[src/rtl/tank_pkg.sv]
// Shared types, keymap and start-position tables for the tank array controller.
package tank_pkg;

  localparam int MAX_TANKS = 4;

  // Screen extents, kept at 11 bits so box arithmetic never wraps
  localparam logic [10:0] SCREEN_W = 11'd640;
  localparam logic [10:0] SCREEN_H = 11'd480;

  typedef enum logic [2:0] {
    DIR_NONE  = 3'd0,
    DIR_UP    = 3'd1,
    DIR_RIGHT = 3'd2,
    DIR_LEFT  = 3'd3,
    DIR_DOWN  = 3'd4
  } dir_t;

  typedef enum logic [1:0] {
    FIRE_READY        = 2'd0,
    FIRE_COOLDOWN     = 2'd1,
    FIRE_WAIT_RELEASE = 2'd2
  } fire_state_t;

  typedef enum logic [2:0] {
    KEY_UP    = 3'd0,
    KEY_DOWN  = 3'd1,
    KEY_LEFT  = 3'd2,
    KEY_RIGHT = 3'd3,
    KEY_FIRE  = 3'd4
  } key_role_t;

  // USB HID keycode for a given tank and control role.
  // Each row is packed {fire, right, left, down, up}.
  function automatic logic [7:0] keymap(input int tank, input key_role_t role);
    logic [39:0] row;
    case (tank)
      0:       row = {8'h2C, 8'h07, 8'h04, 8'h16, 8'h1A};
      1:       row = {8'h58, 8'h4F, 8'h50, 8'h51, 8'h52};
      2:       row = {8'h11, 8'h0F, 8'h0D, 8'h0E, 8'h0C};
      default: row = {8'h62, 8'h5E, 8'h5C, 8'h5A, 8'h60};
    endcase
    return row[8*int'(role) +: 8];
  endfunction

  // Power-on X position of each tank
  function automatic logic [9:0] start_x(input int tank);
    logic [9:0] x;
    case (tank)
      0:       x = 10'd500;
      1:       x = 10'd100;
      2:       x = 10'd300;
      default: x = 10'd300;
    endcase
    return x;
  endfunction

  // Power-on Y position of each tank
  function automatic logic [9:0] start_y(input int tank);
    logic [9:0] y;
    case (tank)
      0:       y = 10'd240;
      1:       y = 10'd240;
      2:       y = 10'd100;
      default: y = 10'd380;
    endcase
    return y;
  endfunction

endpackage

[src/rtl/tank_fire_fsm.sv]
// Per-tank fire controller: one shot per press, a frame-counted cooldown,
// and a hold-off that requires the fire key to be released before re-arming.
module tank_fire_fsm
  import tank_pkg::*;
#(
  parameter logic [7:0] COOLDOWN_FRAMES = 8'd30
) (
  input  logic Clk,
  input  logic Reset_n,
  input  logic i_tick,
  input  logic i_fireHeld,
  output logic o_firePulse
);

  fire_state_t r_state;
  logic [7:0]  r_count;

  // Advance the fire state once per frame tick; the shot strobe lasts one Clk
  always_ff @(posedge Clk or negedge Reset_n) begin
    if (!Reset_n) begin
      r_state     <= FIRE_READY;
      r_count     <= 8'd0;
      o_firePulse <= 1'b0;
    end else begin
      o_firePulse <= 1'b0;
      if (i_tick) begin
        case (r_state)
          FIRE_READY: begin
            if (i_fireHeld) begin
              o_firePulse <= 1'b1;
              r_count     <= COOLDOWN_FRAMES;
              r_state     <= FIRE_COOLDOWN;
            end
          end
          FIRE_COOLDOWN: begin
            if (r_count <= 8'd1) begin
              r_count <= 8'd0;
              r_state <= i_fireHeld ? FIRE_WAIT_RELEASE : FIRE_READY;
            end else begin
              r_count <= r_count - 8'd1;
            end
          end
          FIRE_WAIT_RELEASE: begin
            if (!i_fireHeld) begin
              r_state <= FIRE_READY;
            end
          end
          default: begin
            r_state <= FIRE_READY;
          end
        endcase
      end
    end
  end

endmodule

[src/rtl/tank_array_ctrl.sv]
// Keyboard-driven movement, collision hold-off, firing and pixel hit test
// for a small array of tank sprites, all advanced once per video frame.
module tank_array_ctrl
  import tank_pkg::*;
#(
  parameter int          NUM_TANKS       = 2,
  parameter int          NUM_KEYS        = 6,
  parameter logic [9:0]  STEP            = 10'd1,
  parameter logic [9:0]  WIDTH           = 10'd32,
  parameter logic [9:0]  HEIGHT          = 10'd32,
  parameter logic [7:0]  COOLDOWN_FRAMES = 8'd30
) (
  input  logic                    Clk,
  input  logic                    Reset_n,
  input  logic                    frame_clk,
  input  logic [NUM_KEYS*8-1:0]   keycodes,
  input  logic [9:0]              DrawX,
  input  logic [9:0]              DrawY,
  output logic [NUM_TANKS*10-1:0] tank_X,
  output logic [NUM_TANKS*10-1:0] tank_Y,
  output logic [NUM_TANKS*3-1:0]  tank_dir,
  output logic [NUM_TANKS-1:0]    fire_pulse,
  output logic                    is_tank,
  output logic [1:0]              tank_id
);

  localparam logic [10:0] W11   = {1'b0, WIDTH};
  localparam logic [10:0] H11   = {1'b0, HEIGHT};
  localparam logic [10:0] S11   = {1'b0, STEP};
  localparam logic [10:0] MAX_X = SCREEN_W - W11;
  localparam logic [10:0] MAX_Y = SCREEN_H - H11;

  logic [1:0] r_rstSync;
  logic       r_frameMeta;
  logic       r_frameSync;
  logic       r_framePrev;
  logic       w_frameTick;

  logic [9:0] r_posX [NUM_TANKS];
  logic [9:0] r_posY [NUM_TANKS];
  dir_t       r_dir  [NUM_TANKS];

  logic [10:0]          w_candX   [NUM_TANKS];
  logic [10:0]          w_candY   [NUM_TANKS];
  dir_t                 w_newDir  [NUM_TANKS];
  logic [NUM_TANKS-1:0] w_move;
  logic [NUM_TANKS-1:0] w_fireHeld;
  logic [NUM_TANKS-1:0] w_blocked;

  // True when any report slot carries the given non-empty keycode
  function automatic logic keyHeld(input logic [NUM_KEYS*8-1:0] codes,
                                   input logic [7:0] key);
    logic held;
    held = 1'b0;
    for (int k = 0; k < NUM_KEYS; k++) begin
      if (key != 8'h00 && codes[8*k +: 8] == key) begin
        held = 1'b1;
      end
    end
    return held;
  endfunction

  // Inclusive-extent box overlap, widened so X+WIDTH-1 cannot wrap
  function automatic logic boxOverlap(input logic [10:0] ax, input logic [10:0] ay,
                                      input logic [10:0] bx, input logic [10:0] by);
    return (ax <= bx + W11 - 11'd1) && (bx <= ax + W11 - 11'd1) &&
           (ay <= by + H11 - 11'd1) && (by <= ay + H11 - 11'd1);
  endfunction

  // Reset release is re-timed to Clk; no frame tick is honoured until it completes
  always_ff @(posedge Clk or negedge Reset_n) begin
    if (!Reset_n) begin
      r_rstSync <= 2'b00;
    end else begin
      r_rstSync <= {r_rstSync[0], 1'b1};
    end
  end

  // Two-flop synchroniser for the frame strobe plus a delayed copy for edge detect
  always_ff @(posedge Clk or negedge Reset_n) begin
    if (!Reset_n) begin
      r_frameMeta <= 1'b0;
      r_frameSync <= 1'b0;
      r_framePrev <= 1'b0;
    end else begin
      r_frameMeta <= frame_clk;
      r_frameSync <= r_frameMeta;
      r_framePrev <= r_frameSync;
    end
  end

  assign w_frameTick = r_rstSync[1] & r_frameSync & ~r_framePrev;

  // Decode keys per tank and form the clamped candidate position for this frame
  always_comb begin
    for (int i = 0; i < NUM_TANKS; i++) begin
      w_candX[i]    = {1'b0, r_posX[i]};
      w_candY[i]    = {1'b0, r_posY[i]};
      w_newDir[i]   = r_dir[i];
      w_move[i]     = 1'b0;
      w_fireHeld[i] = keyHeld(keycodes, keymap(i, KEY_FIRE));
      if (keyHeld(keycodes, keymap(i, KEY_UP))) begin
        w_move[i]   = 1'b1;
        w_newDir[i] = DIR_UP;
        w_candY[i]  = ({1'b0, r_posY[i]} < S11) ? 11'd0 : {1'b0, r_posY[i]} - S11;
      end else if (keyHeld(keycodes, keymap(i, KEY_DOWN))) begin
        w_move[i]   = 1'b1;
        w_newDir[i] = DIR_DOWN;
        w_candY[i]  = ({1'b0, r_posY[i]} + S11 > MAX_Y) ? MAX_Y : {1'b0, r_posY[i]} + S11;
      end else if (keyHeld(keycodes, keymap(i, KEY_LEFT))) begin
        w_move[i]   = 1'b1;
        w_newDir[i] = DIR_LEFT;
        w_candX[i]  = ({1'b0, r_posX[i]} < S11) ? 11'd0 : {1'b0, r_posX[i]} - S11;
      end else if (keyHeld(keycodes, keymap(i, KEY_RIGHT))) begin
        w_move[i]   = 1'b1;
        w_newDir[i] = DIR_RIGHT;
        w_candX[i]  = ({1'b0, r_posX[i]} + S11 > MAX_X) ? MAX_X : {1'b0, r_posX[i]} + S11;
      end
    end
  end

  // A candidate touching any other tank's present or intended box is rejected
  always_comb begin
    w_blocked = '0;
    for (int i = 0; i < NUM_TANKS; i++) begin
      for (int j = 0; j < NUM_TANKS; j++) begin
        if (i != j) begin
          if (boxOverlap(w_candX[i], w_candY[i], {1'b0, r_posX[j]}, {1'b0, r_posY[j]}) ||
              boxOverlap(w_candX[i], w_candY[i], w_candX[j], w_candY[j])) begin
            w_blocked[i] = 1'b1;
          end
        end
      end
    end
  end

  // Commit facing on any move key, and position only when the move is clear
  always_ff @(posedge Clk or negedge Reset_n) begin
    if (!Reset_n) begin
      for (int i = 0; i < NUM_TANKS; i++) begin
        r_posX[i] <= start_x(i);
        r_posY[i] <= start_y(i);
        r_dir[i]  <= DIR_UP;
      end
    end else if (w_frameTick) begin
      for (int i = 0; i < NUM_TANKS; i++) begin
        if (w_move[i]) begin
          r_dir[i] <= w_newDir[i];
          if (!w_blocked[i]) begin
            r_posX[i] <= w_candX[i][9:0];
            r_posY[i] <= w_candY[i][9:0];
          end
        end
      end
    end
  end

  genvar g;
  generate
    for (g = 0; g < NUM_TANKS; g++) begin : gen_tank
      assign tank_X[g*10 +: 10] = r_posX[g];
      assign tank_Y[g*10 +: 10] = r_posY[g];
      assign tank_dir[g*3 +: 3] = r_dir[g];

      tank_fire_fsm #(
        .COOLDOWN_FRAMES (COOLDOWN_FRAMES)
      ) u_fire (
        .Clk         (Clk),
        .Reset_n     (Reset_n),
        .i_tick      (w_frameTick),
        .i_fireHeld  (w_fireHeld[g]),
        .o_firePulse (fire_pulse[g])
      );
    end
  endgenerate

  // Pixel hit test; scanning from the top index down leaves the lowest hit
  always_comb begin
    is_tank = 1'b0;
    tank_id = 2'd0;
    for (int i = NUM_TANKS - 1; i >= 0; i--) begin
      if ({1'b0, DrawX} >= {1'b0, r_posX[i]} && {1'b0, DrawX} <= {1'b0, r_posX[i]} + W11 - 11'd1 &&
          {1'b0, DrawY} >= {1'b0, r_posY[i]} && {1'b0, DrawY} <= {1'b0, r_posY[i]} + H11 - 11'd1) begin
        is_tank = 1'b1;
        tank_id = 2'(i);
      end
    end
  end

endmodule

[config.mk]
export PLATFORM = sky130hd
export DESIGN_NAME = tank_array_ctrl
export DESIGN_NICKNAME = d
export VERILOG_FILES = /design/src/rtl/tank_pkg.sv /design/src/rtl/tank_fire_fsm.sv /design/src/rtl/tank_array_ctrl.sv
export SDC_FILE = /design/constraint.sdc
export NUM_CORES = 1
export LEC_CHECK = 0
export BUFFER_PORTS_ARGS = -buffer_cell sky130_fd_sc_hd__buf_4
export CAP_MARGIN = 10
export CELL_PAD_IN_SITES_DETAIL_PLACEMENT = 1
export CELL_PAD_IN_SITES_GLOBAL_PLACEMENT = 2
export CORE_MARGIN = 1
export CORE_UTILIZATION = 40
export DETAILED_ROUTE_END_ITERATION = 10
export GPL_TIMING_DRIVEN = 1
export MAX_ROUTING_LAYER = met4
export PLACE_DENSITY_LB_ADDON = 0.3
export SLEW_MARGIN = 15
export SYNTH_ARGS = -nofsm -noshare
export SYNTH_HDL_FRONTEND = slang
export SYNTH_SLANG_ARGS = --single-unit
export TNS_END_PERCENT = 10
[constraint.sdc]
create_clock -name Clk -period 9.99 [get_ports Clk]
set_input_delay 1.998 -clock Clk [delete_from_list [all_inputs] [get_ports Clk]]
set_output_delay 1.998 -clock Clk [all_outputs]
set_load 0.005 [all_outputs]
---- Word-level counts from Yosys, hierarchy flattened ----
Index checks and enable logic that the tools add are counted.
word-level totals
  register bits ........................... 73
  bits in latches ......................... 0
  memory bits (writable) .................. 0
  bits in read-only memories .............. 0
  output and inout bits ................... 51
  memories kept ........................... 0
operators by class
  add/sub/neg operators ................... 26
  $mul .................................... 0
  div/mod/pow operators ................... 0
  order comparisons ....................... 30
  eq/ne operators ......................... 70
  shift operators ......................... 0
  multiplexer cells ....................... 148
  bitwise logic cells ..................... 5
  reductions and logical operators ........ 75
operators with widths
  kind                                                              number
  equality test 8 bit                                               36
  2-to-1 mux 11 bit                                                 20
  2-to-1 mux 32 bit                                                 6
  equality test 8 x 7 -> 1 bit (second input constant)              12
  2-to-1 mux 24 bit                                                 4
  2-to-1 mux 1 bit                                                  92
  less-or-equal comparator 10 x 11 -> 1 bit                         8
  less-or-equal comparator 11 bit                                   8
  subtractor 11 x 1 -> 11 bit (second input constant)               8
  logical AND 1 bit                                                 53
  equality test 8 x 5 -> 1 bit (second input constant)              6
  equality test 8 x 6 -> 1 bit (second input constant)              6
  nonzero test 8 bit                                                6
  adder 10 x 1 -> 11 bit (second input constant)                    4
  adder 10 x 6 -> 11 bit (second input constant)                    4
  adder 11 x 6 -> 11 bit (second input constant)                    4
  subtractor 10 x 1 -> 11 bit (second input constant)               4
  greater-or-equal comparator 10 bit                                4
  < comparator 10 x 1 -> 1 bit (second input constant)              4
  2-to-1 mux 16 bit                                                 2
  2-to-1 mux 8 bit                                                  4
  one-hot mux 8 bit (2 select lines)                                2
  2-to-1 mux 3 bit                                                  8
  greater-than comparator 11 x 10 -> 1 bit (second input constant)  2
  other kinds (17)                                                  47

---- Depth between registers and ports, before layout ----
  depth in word-level cells ............... 57
  mapped depth ............................ 29
  gate-level depth less buffers ........... 28

---- By module ----
Synthesis repeated with hierarchy kept, for this count alone.
unflattened totals
  cells, all modules ...................... 1619
  area total of the unflattened synthesis .. 12879.9 um^2
by module, submodules not included
  module           times used  cells an instance  area each (um^2)
  tank_array_ctrl  1           1497               11621.1
  tank_fire_fsm    2           61                 629.4

---- Least setup slack after synthesis ----
OpenSTA, ideal clock, no wires.
  path kind ............................... input port to flip-flop
  start point ............................. in keycodes[35]
  end point ............................... reg r_posX, in the netlist tank_X[18]
  library setup time ...................... 128 ps
  data arrival time ....................... 7127 ps
  data required time ...................... 9862 ps
  slack ................................... 2735 ps
  cell stages on the path ................. 21
  buffers on the path ..................... 3
  cell sequence ........................... or4b_2 -> nor4_1 -> or3_1 -> nor3_1 -> buf_2 -> buf_2 -> a221oi_1 -> a21oi_1 -> or4b_1 -> and3_1 -> or2_2 -> ha_1 -> a2111oi_0 -> o21ai_0 -> o21ai_0 -> o22ai_1 -> or4_1 -> a22oi_2 -> a211oi_2 -> buf_4 -> mux2_1
RTL lines
  element                          line                    RTL
  from (decl)                      tank_array_ctrl.sv:16   input logic [NUM_KEYS*8-1:0] keycodes,
  to (signal, indexed assignment)  tank_array_ctrl.sv:141  r_posX[i] <= start_x(i);
  to (signal, indexed assignment)  tank_array_ctrl.sv:150  r_posX[i] <= w_candX[i][9:0];
  to (decl)                        tank_array_ctrl.sv:39   logic [9:0] r_posX [NUM_TANKS];

==> run_results.csv <==
group,metric,value,unit
run_status,status,"finished clean",
global_routing,gr-total-overflow,0,
clock_network,cts_tree,"done",
power_and_ir_drop,cellLeakagePower,5.98,nW
detailed_routing,routedWlPerCell,24.1,um
final_layout,nets,1966,
critical_path,cp-start-kind,"input port",
logic_synthesis,synthDistinctLibCells,113,
power_and_ir_drop,power_density,81.5,nW/um^2
clock_network,holdBufCountCts,0,
final_layout,fillers,3875,
logic_synthesis,seq_area_frac_synth,14.4,%
sta,final.setup.tns,0,ps
clock_network,clk_pin_slew,60,ps
critical_path,rrSetupSlack,2460,ps
sta,worst_pin_slew,1150,ps
critical_path,reg2reg_depth,26,
placed_design,routabilityCongestion,0.965,
critical_path,rr_endpoint,"tank_Y[12]$_DFFE_PN0P_",
clock_network,cts-root-buf,"clkbuf_16",
final_layout,drive_gt1_share,13.5,%
critical_path,startpoint,"keycodes[35]",
sta,finalHoldViolations,0,
global_routing,antenna_found_initial,0,
die,die_height,181,um
min_path,worstHoldStart,"r_rstSync[0]$_DFF_PN0_",
logic_synthesis,postSynthCellCount,1614,
die,start_util,40.6,%
clock_network,cts_setup_buffers,0,
logic_synthesis,avgSynthCellArea,7.94,um^2
critical_path,cp_data_arrival_time,8780,ps
detailed_routing,drt-total-wl,50500,um
detailed_routing,drt_first_iter_violations,1093,
detailed_routing,vias_per_cell,6.46,
power_and_ir_drop,clkPwrFrac,30.9,%
critical_path,end_kind,"flop",
clock_network,cts_buffer_depth,2,
die,rows,65,
sta,worst_slack,1440,ps
job,maxCapViolCount,0,
sta,rsz0062_at_grt,"no",
logic_synthesis,synth-edff-count,0,
logic_synthesis,synth.net_count,1890,
power_and_ir_drop,seq_power_share,32.0,%
placed_design,pre_cts_slack,1200,ps
sta,setup_viol,0,
critical_path,path_max_fanout,20,
critical_path,crit_type,"in2reg",
power_and_ir_drop,p_sw,0.439,mW
detailed_routing,vias,13500,
min_path,whs_path_depth,0,
min_path,hold_class,"reg2reg",
global_routing,grt_pass1_vias,13800,
logic_synthesis,syn_area,12800,um^2
global_routing,grt_use_total,31.7,%
final_layout,area_growth,11.9,%
clock_network,h-tree-depth,3,
power_and_ir_drop,peakVddDrop,64.3,uV
min_path,hold_end,"r_rstSync[1]$_DFF_PN0_",
power_and_ir_drop,swShare,37.5,%
logic_synthesis,async_reset_ff_share,100,%
detailed_routing,drt.antenna.violating_nets,0,
final_layout,stdcell_count,2097,
critical_path,reg2reg_from,"tank_Y[0]$_DFFE_PN0P_",
die,die_w,181,um
power_and_ir_drop,combPwrFrac,37.2,%
logic_synthesis,synth-main-ff-cell,"dfrtp_1",
clock_network,clock_latency,350,ps
detailed_routing,drc,0,
placed_design,dp_hpwl,41000,um
global_routing,grt_max_degree,74,
critical_path,cp.required,10220,ps
die,die_area,32700,um^2
global_routing,grt_pass1_wl,79500,um
logic_synthesis,synth-seq-cells,73,
final_layout,diodes,0,
sta,max_slew_margin,23.3,%
sta,fmax,0.117,GHz
power_and_ir_drop,p_int,0.730,mW
die,io_pins,122,
sta,clock_skew,8.23,ps
logic_synthesis,ys.warnings.count,0,
clock_network,cts.sinks,73,
die,core,31600,um^2
clock_network,numCtsBuffers,9,
placed_design,port_buffers,120,
detailed_routing,first_pass_iters,7,
sta,slew_viol_final,0,
clock_network,post_cts_resized,0,
sta,fin_crit,8550,ps
placed_design,place_inst,2081,
sta,period_share,85.6,%
-- cell usage in the layout, fill, tap and decap left out, types with 18 or more instances in the layout --
cell,count
nand2b_1,46
nor3_1,56
nor2_1,98
xnor2_1,66
o21ai_0,95
dfstp_2,19
or3_1,24
ha_1,205
nor4_1,25
a31oi_1,18
mux2i_1,23
nand3_1,66
inv_1,65
nand2_1,104
a21oi_1,92
o21a_1,34
nor2b_1,47
dfrtp_1,54
nand4_1,62
buf_4,132
-- sequential cells by signal, summed over array words and instances, names as in the netlist --
name and cells:
r_frameSync 1, gen_tank.u_fire.o_firePulse 2, tank_Y 20, tank_X 20, r_framePrev 1, gen_tank.u_fire.r_state 4, r_rstSync 2, gen_tank.u_fire.r_count 16
r_frameMeta 1, tank_dir 6
-- metrics by stage --
step           cell area, um^2  power [mW]  util (%)  hold slack, ps
2_1_floorplan            12800       0.632         -             331
3_3_place_gp             14000       0.786      44.4             342
3_5_place_dp             14000       0.808      44.4             352
4_1_cts                  14300        1.17      45.4             361
5_1_grt                  14300        1.24      45.4             374
6_report                 14300        1.17      45.4             354
-- Yosys cell counts, types with 6 or more instances --
| master | n | area share [%] |
|---|---|---|
| ha_1 | 205 | 20 |
| nand2_1 | 104 | 3.0 |
| nor2_1 | 98 | 2.9 |
| o21ai_0 | 95 | 3.7 |
| a21oi_1 | 92 | 3.6 |
| nand3_1 | 66 | 2.6 |
| xnor2_1 | 66 | 4.5 |
| inv_1 | 65 | 1.9 |
| nand4_1 | 62 | 3.0 |
| nor3_1 | 57 | 2.2 |
| dfrtp_1 | 54 | 11 |
| nor2b_1 | 47 | 2.3 |
| nand2b_1 | 46 | 2.2 |
| clkbuf_1 | 41 | 1.2 |
| o21a_1 | 34 | 2.0 |
| nor4_1 | 25 | 1.2 |
| or3_1 | 24 | 1.2 |
| mux2i_1 | 23 | 1.8 |
| dfstp_2 | 19 | 3.9 |
| a31oi_1 | 18 | 0.88 |
| buf_2 | 15 | 0.59 |
| o31ai_1 | 15 | 0.88 |
| xor2_1 | 15 | 1.0 |
| a21o_1 | 14 | 0.82 |
| and3_1 | 13 | 0.63 |
| nor4b_1 | 13 | 0.89 |
| and2_1 | 12 | 0.59 |
| mux2_1 | 11 | 0.97 |
| nor3b_1 | 10 | 0.59 |
| or4_1 | 10 | 0.59 |
| mux2_4 | 9 | 1.1 |
| o22ai_1 | 9 | 0.44 |
| a211oi_1 | 8 | 0.47 |
| and4_1 | 8 | 0.55 |
| or2_2 | 8 | 0.39 |
| nand4b_1 | 7 | 0.48 |
| o22a_1 | 7 | 0.48 |
| a221oi_1 | 6 | 0.41 |
| buf_4 | 6 | 0.35 |
| nor4bb_1 | 6 | 0.47 |
| o2111ai_1 | 6 | 0.41 |
-- power by group through the flow --
| stage | clock [mW] | combinational, mW | sequential, mW |
|---|---|---|---|
| 2_1_floorplan | 0 | 0.277 | 0.356 |
| 3_3_place_gp | 0 | 0.411 | 0.376 |
| 3_5_place_dp | 0 | 0.430 | 0.378 |
| 4_1_cts | 0.367 | 0.433 | 0.373 |
| 5_1_grt | 0.378 | 0.485 | 0.379 |
| 6_report | 0.361 | 0.435 | 0.373 |
-- cell type report --
type / instances / area, um^2 / area share (%)
multi-input cells: 1402 / 10400 / 72.6
flip-flops and latches: 73 / 1850 / 12.9
repair buffers: 132 / 991 / 6.91
well taps: 402 / 503 / 3.51
inverters: 72 / 270 / 1.88
clock buffers: 10 / 229 / 1.60
clock inverters: 6 / 90.1 / 0.628
-- worst max-delay path, stage by stage --
cell	delay [ps]
buf_4	120
or4b_2	690
nor4_1	380
nor3_1	200
nand2_1	220
nand2_1	220
nor2_1	660
a221oi_1	230
a21oi_1	630
nor2_1	100
nand2_1	170
nand2_1	80
xor2_1	220
ha_1	290
a21o_1	180
a2111oi_0	370
o21ai_0	140
o21ai_0	120
o22ai_1	140
or4_1	540
a22oi_2	370
a311oi_4	50
buf_4	270
mux2_4	340
-- metal layers --
layer  GRT usage (%)  up-vias  wire, um
met4            9.56        0      1340
met3            4.35       88      2660
li1                -     6282         -
met1            40.8     6766     22800
met5               -        -         0
met2            51.5      402     23700
-- worst max path at each step --
stage | end | depth (start not counted)
global route | tank_Y[12]$_DFFE_PN0P_ | 24
finish | tank_Y[2]$_DFFE_PN0P_ | 24
CTS | tank_Y[2]$_DFFE_PN0P_ | 24
global placement | tank_X[3]$_DFFE_PN0P_ | 24
detailed placement | tank_Y[12]$_DFFE_PN0P_ | 23
floorplan | tank_X[18]$_DFFE_PN0P_ | 21
-- logic make-up after synthesis --
kind of cell	synth area share [%]
other	0.0586
and+or+nand+nor	28.3
adders and majority gates	20.3
DFF	14.4
AOI/OAI and AO/OA	22.8
xor gates and xnor gates	5.71
buffers and inverters	4.52
muxes	3.91
No activity file was read; power rests on OpenSTA's default activity.
